File: src/rtl/rx_bram_ctrl.sv
// Receive sample BRAM sequencer: circular-buffer writer on port A and
// request/busy burst reader on port B with a valid-qualified output stream.
module rx_bram_ctrl #(
  parameter int unsigned DATA_W = 16,
  parameter int unsigned ADDR_W = 9,
  parameter int unsigned DEPTH  = 2**ADDR_W
) (
  input  logic              clk,
  input  logic              rrx_rst,
  input  logic              sample_valid,
  input  logic [DATA_W-1:0] sample_in,
  input  logic              rd_req,
  input  logic [ADDR_W-1:0] rd_start,
  input  logic [ADDR_W:0]   rd_len,
  output logic              rd_busy,
  output logic              rd_err,
  output logic              rd_valid,
  output logic [DATA_W-1:0] rd_data,
  output logic              rd_last,
  output logic [ADDR_W-1:0] wr_ptr,
  output logic [ADDR_W:0]   fill_count,
  output logic              bram_ena,
  output logic              bram_wea,
  output logic [ADDR_W-1:0] bram_addra,
  output logic [DATA_W-1:0] bram_dia,
  output logic              bram_enb,
  output logic [ADDR_W-1:0] bram_addrb,
  input  logic [DATA_W-1:0] bram_dob
);

  localparam int unsigned      CNT_W   = ADDR_W + 1;
  localparam logic [CNT_W-1:0] DEPTH_C = CNT_W'(DEPTH);

  typedef enum logic [1:0] {
    IDLE  = 2'd0,
    READ  = 2'd1,
    FLUSH = 2'd2
  } state_e;

  state_e            state_q, state_d;
  logic [ADDR_W-1:0] wr_ptr_q, wr_ptr_d;
  logic [CNT_W-1:0]  fill_q, fill_d;
  logic [ADDR_W-1:0] rd_addr_q, rd_addr_d;
  logic [CNT_W-1:0]  rd_cnt_q, rd_cnt_d;
  logic              bram_enb_q, bram_enb_d;
  logic              rd_err_q, rd_err_d;
  logic              rd_valid_q, rd_valid_d;
  logic              rd_last_q, rd_last_d;
  logic              req_ok;

  // Write side: pointer and saturating fill counter
  always_comb begin
    wr_ptr_d = wr_ptr_q;
    fill_d   = fill_q;
    if (sample_valid) begin
      wr_ptr_d = wr_ptr_q + ADDR_W'(1);
      if (fill_q != DEPTH_C) begin
        fill_d = fill_q + CNT_W'(1);
      end
    end
  end

  assign req_ok = (rd_len != '0) && (rd_len <= DEPTH_C) && (rd_len <= fill_q);

  // Read FSM: next state, burst address/count, and the registered issue/return flags
  always_comb begin
    state_d    = state_q;
    rd_addr_d  = rd_addr_q;
    rd_cnt_d   = rd_cnt_q;
    rd_err_d   = 1'b0;
    rd_valid_d = bram_enb_q;
    rd_last_d  = bram_enb_q && (rd_cnt_q == CNT_W'(1));
    unique case (state_q)
      IDLE: begin
        if (rd_req) begin
          if (req_ok) begin
            state_d   = READ;
            rd_addr_d = rd_start;
            rd_cnt_d  = rd_len;
          end else begin
            rd_err_d = 1'b1;
          end
        end
      end
      READ: begin
        rd_addr_d = rd_addr_q + ADDR_W'(1);
        rd_cnt_d  = rd_cnt_q - CNT_W'(1);
        if (rd_cnt_d == '0) begin
          state_d = FLUSH;
        end
      end
      FLUSH: begin
        state_d = IDLE;
      end
      default: begin
        state_d = IDLE;
      end
    endcase
    bram_enb_d = (state_d == READ);
  end

  always_ff @(posedge clk or posedge rrx_rst) begin
    if (rrx_rst) begin
      state_q    <= IDLE;
      wr_ptr_q   <= '0;
      fill_q     <= '0;
      rd_addr_q  <= '0;
      rd_cnt_q   <= '0;
      bram_enb_q <= 1'b0;
      rd_err_q   <= 1'b0;
      rd_valid_q <= 1'b0;
      rd_last_q  <= 1'b0;
    end else begin
      state_q    <= state_d;
      wr_ptr_q   <= wr_ptr_d;
      fill_q     <= fill_d;
      rd_addr_q  <= rd_addr_d;
      rd_cnt_q   <= rd_cnt_d;
      bram_enb_q <= bram_enb_d;
      rd_err_q   <= rd_err_d;
      rd_valid_q <= rd_valid_d;
      rd_last_q  <= rd_last_d;
    end
  end

  // Port A follows the sample stream directly; held quiet while in reset
  assign bram_ena   = sample_valid & ~rrx_rst;
  assign bram_wea   = sample_valid & ~rrx_rst;
  assign bram_addra = wr_ptr_q;
  assign bram_dia   = rrx_rst ? '0 : sample_in;

  assign bram_enb   = bram_enb_q;
  assign bram_addrb = rd_addr_q;

  assign rd_busy    = (state_q != IDLE);
  assign rd_err     = rd_err_q;
  assign rd_valid   = rd_valid_q;
  assign rd_last    = rd_last_q;
  // Port B data is already registered inside the BRAM; qualify it with rd_valid
  assign rd_data    = rd_valid_q ? bram_dob : '0;
  assign wr_ptr     = wr_ptr_q;
  assign fill_count = fill_q;

endmodule

File: config.mk
export PLATFORM = sky130hd
export DESIGN_NAME = rx_bram_ctrl
export DESIGN_NICKNAME = d
export VERILOG_FILES = /design/src/rtl/rx_bram_ctrl.sv
export SDC_FILE = /design/constraint.sdc
export NUM_CORES = 1
export LEC_CHECK = 0
export CAP_MARGIN = 20
export CORE_ASPECT_RATIO = 0.7
export CORE_MARGIN = 8
export CORE_UTILIZATION = 38
export DETAILED_ROUTE_END_ITERATION = 16
export PLACE_DENSITY = 0.78
export RECOVER_POWER = 100
export REMOVE_ABC_BUFFERS = 1
export SLEW_MARGIN = 20
export SYNTH_ARGS = -nofsm -noshare
export SYNTH_HDL_FRONTEND = slang
export SYNTH_SLANG_ARGS = --single-unit
File: constraint.sdc
create_clock -name clk -period 2.1 [get_ports clk]
set_input_delay 0.42 -clock clk [delete_from_list [all_inputs] [get_ports clk]]
set_output_delay 0.42 -clock clk [all_outputs]
set_load 0.005 [all_outputs]
# After elaboration in Yosys (flattened, before gate mapping)
# Cells that the tools add are included.
# op_classes
add_sub_neg	4
order_cmp	2
eq_ne	6
n_mux	15
bitwise	2
reduce_logical	10
# op_table
op	count
$mux W16	2
$mux W10	2
$pmux W10 S2	1
$add A9 B1 Y9 const B	2
$mux W9	2
$pmux W9 S2	1
$add A10 B1 Y10 const B	1
$eq A10 B1 Y1 const B	1
$le A10 B10 Y1	1
$le A10 B10 Y1 const B	1
$logic_not A10 Y1	1
$ne A10 B10 Y1 const B	1
$reduce_bool A10 Y1	1
$sub A10 B1 Y10 const B	1
$mux W2	3
$eq A2 B1 Y1 const B	2
$ne A2 B2 Y1 const B	2
$pmux W2 S2	1
$reduce_bool A2 Y1	2
$logic_and A1 B1 Y1	3
$mux W1	3
$reduce_and A3 Y1	1
$logic_not A2 Y1	1
$reduce_and A2 Y1	1
other kinds (2)	2
# word_totals
ff_bits	44
input_bits	55
output_inout_bits	76
elab_cells	48

# Logic depth before layout (Yosys ltp)
# logic_depth
word_depth	7
depth_mapped	10
ltp_nobuf	8

# Least setup slack after synthesis
# OpenSTA, ideal clock, no wires.
# synth_path
kind	register to register
startpoint	reg fill_q[3] (netlist: fill_count[3])
endpoint	reg rd_addr_q[0] (netlist: bram_addrb[0])
setup_time_ns	0.126
t_arrival_ns	2.113
t_required_ns	1.974
slack_ns	-0.139
stages_incl_launch_ff	10
path_buffers	2
period_less_slack_ns	2.239
path_cell_list	dfrtp_1 inv_1 ha_1 a21oi_1 o21ai_0 a2111oi_2 o2111ai_1 buf_4 buf_6 a311o_1
# synth_via
elab_chain_len	4
# synth_rtl
item	line	rtl
start, declared	42	logic [CNT_W-1:0] fill_q, fill_d;
start signal, assigned	116	fill_q <= fill_d;
$le A10 B10 Y1	63	assign req_ok = (rd_len != '0) && (rd_len <= DEPTH_C) && (rd_len <= fill_q);
$logic_and A1 B1 Y1	63	
$ne A2 B2 Y1 (no source line)	--	
$reduce_and A3 Y1 (no source line)	--	
end signal, assigned	117	rd_addr_q <= rd_addr_d;
end, declared	43	logic [ADDR_W-1:0] rd_addr_q, rd_addr_d;
# No other way between the ends.
# A chain may end at the register's enable or synchronous reset.

# Worst setup path in the final report
# layout_path
startpoint	reg fill_q[9] (netlist: fill_count[9])
endpoint	reg rd_cnt_q[9]
# layout_via
elab_chain_len	4
# layout_rtl
item	line	rtl
$le A10 B10 Y1	63	
$logic_and A1 B1 Y1	63	
$ne A2 B2 Y1 (no source line)	--	
$reduce_and A3 Y1 (no source line)	--	
end signal, assigned	118	rd_cnt_q <= rd_cnt_d;
end, declared	44	logic [CNT_W-1:0] rd_cnt_q, rd_cnt_d;
# No other way between the ends.

==> impl_results.md <==
* Seq cells post-synth at 44
* Cell Chain, Critical Path: inv_2 -> ha_4 -> nand4_1 -> o211ai_1 -> o31ai_4 -> o2111ai_2 -> buf_6 -> buf_4 -> nor2_1 -> a211o_1
* Simple-gate portion of the synthesized area at 0.240
* Skew final at 3.09 ps
* Maxcap violations at 0
* First-pass GRT wire length at 14700 µm
* Final wirelength at 9620 µm
* Gr usage total at 0.172
* Number of DRC markers in iteration 0 at 223
* CTS max path bufs at 2
* IO Pins at 131
* Area Growth Syn to Fin at 70.7%
* Die Wd at 119 µm
* Power density over the cells at 657 nW/µm²
* GRT Residual Overflow at 0
* RD Place Congestion at 0.815
* Met3 usage at 0.0399
* Total CTS buffers at 5
* Netlist cell types at 37
* Htree depth at 2
* FFs w/ async S/R, synth at 1.00
* Status: complete, but fails checks
* Worst Max-Slew Pin Slew at 835 ps
* CTS root buffer: clkbuf_8
* Slack of the critical path at -182 ps
* TritonCTS sink count at 44
* Lkg Pwr at 2.04 nW
* Proportion of netlist area held by the largest area contributor at 0.391
* Sequential-to-total area share from yosys stat at 0.391
* Register area at 1100 µm²
* CP Class: flop to flop
* Nets at 552
* Multiplexer share of the synthesized area at 0.0182
* Ys flop type: dfrtp_1
* Clock transition at path regs at 80 ps
* Adder-Cell Fraction of Synth Area at 0.0755
* Max stage delay cell, worst path: dfrtp_1
* Number of global-route vias before repair at 2852
* CP top delay family: compound AO/OA/AOI/OAI gates
* Share of post-route cells with drive strength above 1 at 0.217
* Commonest non-fill, non-tap cell in the layout: clkdlybuf4s50_1
* CP Max Fanout at 5
* Critical Path Start Type: flop
* Yosys warns at 0
* # diodes at 0
* Main combinational cell family by area after synthesis: simple AND/OR/NAND/NOR gates
* Req. time, crit path at 2280 ps
* Worst vdd ir at 0.000360 V
* # setup viols final at 20
* Post-synth EDFFs at 0
* Largest cells by area after synthesis: dfrtp_1, ha_1, xnor2_1, nor2b_1, nand2_1
* Multi-input gate area at 1720 µm²
* Clock latency at the later pin of the worst-skew pair at 290 ps
* Largest net degree at the start of global routing at 34
* HPWL after DPL at 7150 µm
* Initial DRT Pass Iterations at 4
* Cell taking the most area after synthesis: dfrtp_1
* Starting Density at 0.389
* CP Capture Type: flop
* Met2 Usage GRT at 0.274
* Cts hold-fix bufs at 0
* Cell area after placement at 4420 µm²
* Synthesized instance count at 312
* Max Transition Viols Final at 0
* WL/cell at 16.6 µm
* Final Critical Period at 2280 ps
* Area fraction in compound gates after synthesis at 0.119
* Most frequent cells in the layout: clkdlybuf4s50_1, buf_4, dfrtp_1
* Port bufs at 130
* Detail Route Antenna Nets at 0
* Unrepaired setup endpoints after global routing: yes
* Rel. slew slack at 0.444
* Core Area at 7250 µm²
* CP bufs+invs at 3
* Filler cells at 537
* Die ar. at 10500 µm²
* Worst hold path type: flop to flop
* CTS tree: yes
* Busiest grt layer: met2
* Setup TNS at -2330 ps
* Post-route DRC at 0
* Final Cycle Share at 1.09
* Crit-path max cell delay at 380 ps
* Post-route cell area at 4810 µm²
* Failing checks: setup timing
* Via total after detailed routing at 2919
* Initial antenna violation count at 0
* Synth Area in XOR/XNOR at 0.0839
* # rows at 26
* Average size of a mapped cell at 9.04 µm²
* Arr. time, crit path at 2460 ps
* Met1 global-route usage at 0.233
* DIE HEIGHT at 88.1 µm
* Avg Vias per Cell at 5.05
* Mapped Area at 2820 µm²
* Max Freq at 438 MHz
* Hold violation count in the final report at 0
[cell families after synthesis]
| group | after synthesis |
|---|---|
| flip-flops | 44 |
| adder cells (fa/ha/maj) | 17 |
| AND/OR/NAND/NOR | 131 |
| buffers and inverters | 42 |
| XOR/XNOR | 27 |
| multiplexers | 5 |
| AO/OA/AOI/OAI | 46 |
[metrics by stage]
stage                     power, mW  std cells  hold slack [ps]  setup slack [ps]   util
final                          3.16        578              443              -182  0.663
after floorplan                1.60        288              396              -931      -
after global routing           3.37        578              465              -296  0.663
after CTS                      3.16        572              447             -79.0  0.651
after global placement         2.47        555              430              -743  0.609
after detailed placement       2.52        555              429              -881  0.609
[per-layer routing]
metal,part of all wire,up-vias
met4,0.0053,0
met2,0.48,123
met3,0.072,2
li1,-,1411
met1,0.44,1383
met5,0,-
[synth_stat cells, drive strengths merged, types with 9 or more instances]
| cell | number |
|---|---|
| and2 | 16 |
| dfrtp | 44 |
| inv | 18 |
| xnor2 | 21 |
| nor2b | 17 |
| nand4 | 12 |
| nand3 | 16 |
| ha | 17 |
| a21oi | 17 |
| buf | 13 |
| nor2 | 19 |
| o221a | 9 |
| clkbuf | 11 |
| nand2 | 28 |
[final cells by class]
type                    count  share of cell area
well taps                  98              0.0255
clock inverters             1             0.00104
flip-flops and latches     44               0.229
repair buffers            185               0.357
clock buffers               6              0.0151
multi-input cells         226               0.358
inverters                  18              0.0140
[timing repair]
action | CTS | global route
pin swaps | 20 | 17
setup buffers | 10 | 5
gates cloned | 0 | 1
resized for setup | 45 | 17
endpoints found under the setup margin | 27 | 35
[power breakdown]
group | leakage, nW | internal (mW) | switching (mW) | total (mW)
Clock | 0.0410 | 0.227 | 0.285 | 0.512
Combinational | 1.48 | 0.916 | 0.618 | 1.53
Sequential | 0.523 | 0.980 | 0.134 | 1.11
Total | 2.04 | 2.12 | 1.04 | 3.16
[registers in the layout (all words and copies together) (netlist names)]
name and count:
fill_count 10, bram_addrb 9, rd_err 1, rd_last 1, rd_valid 1, bram_enb 1, bram_addra 9, rd_cnt_q 10
state_q 2
[path summary, 6_finish.rpt]
check / startpoint / endpoint / slack, ps / cells after the start
worst min-delay path: bram_enb / rd_valid / 440 / 0
max in group asynchronous: rrx_rst / rd_cnt_q[7] / 450 / 4
worst min register to register: bram_enb / rd_valid / 440 / 0
min in group asynchronous: rrx_rst / bram_addra[3] / 550 / 3
worst max register to register: fill_count[9] / rd_cnt_q[9] / -180 / 10
worst max-delay path: fill_count[9] / rd_cnt_q[9] / -180 / 10
Note: power is estimated with default switching activity, not from simulation.
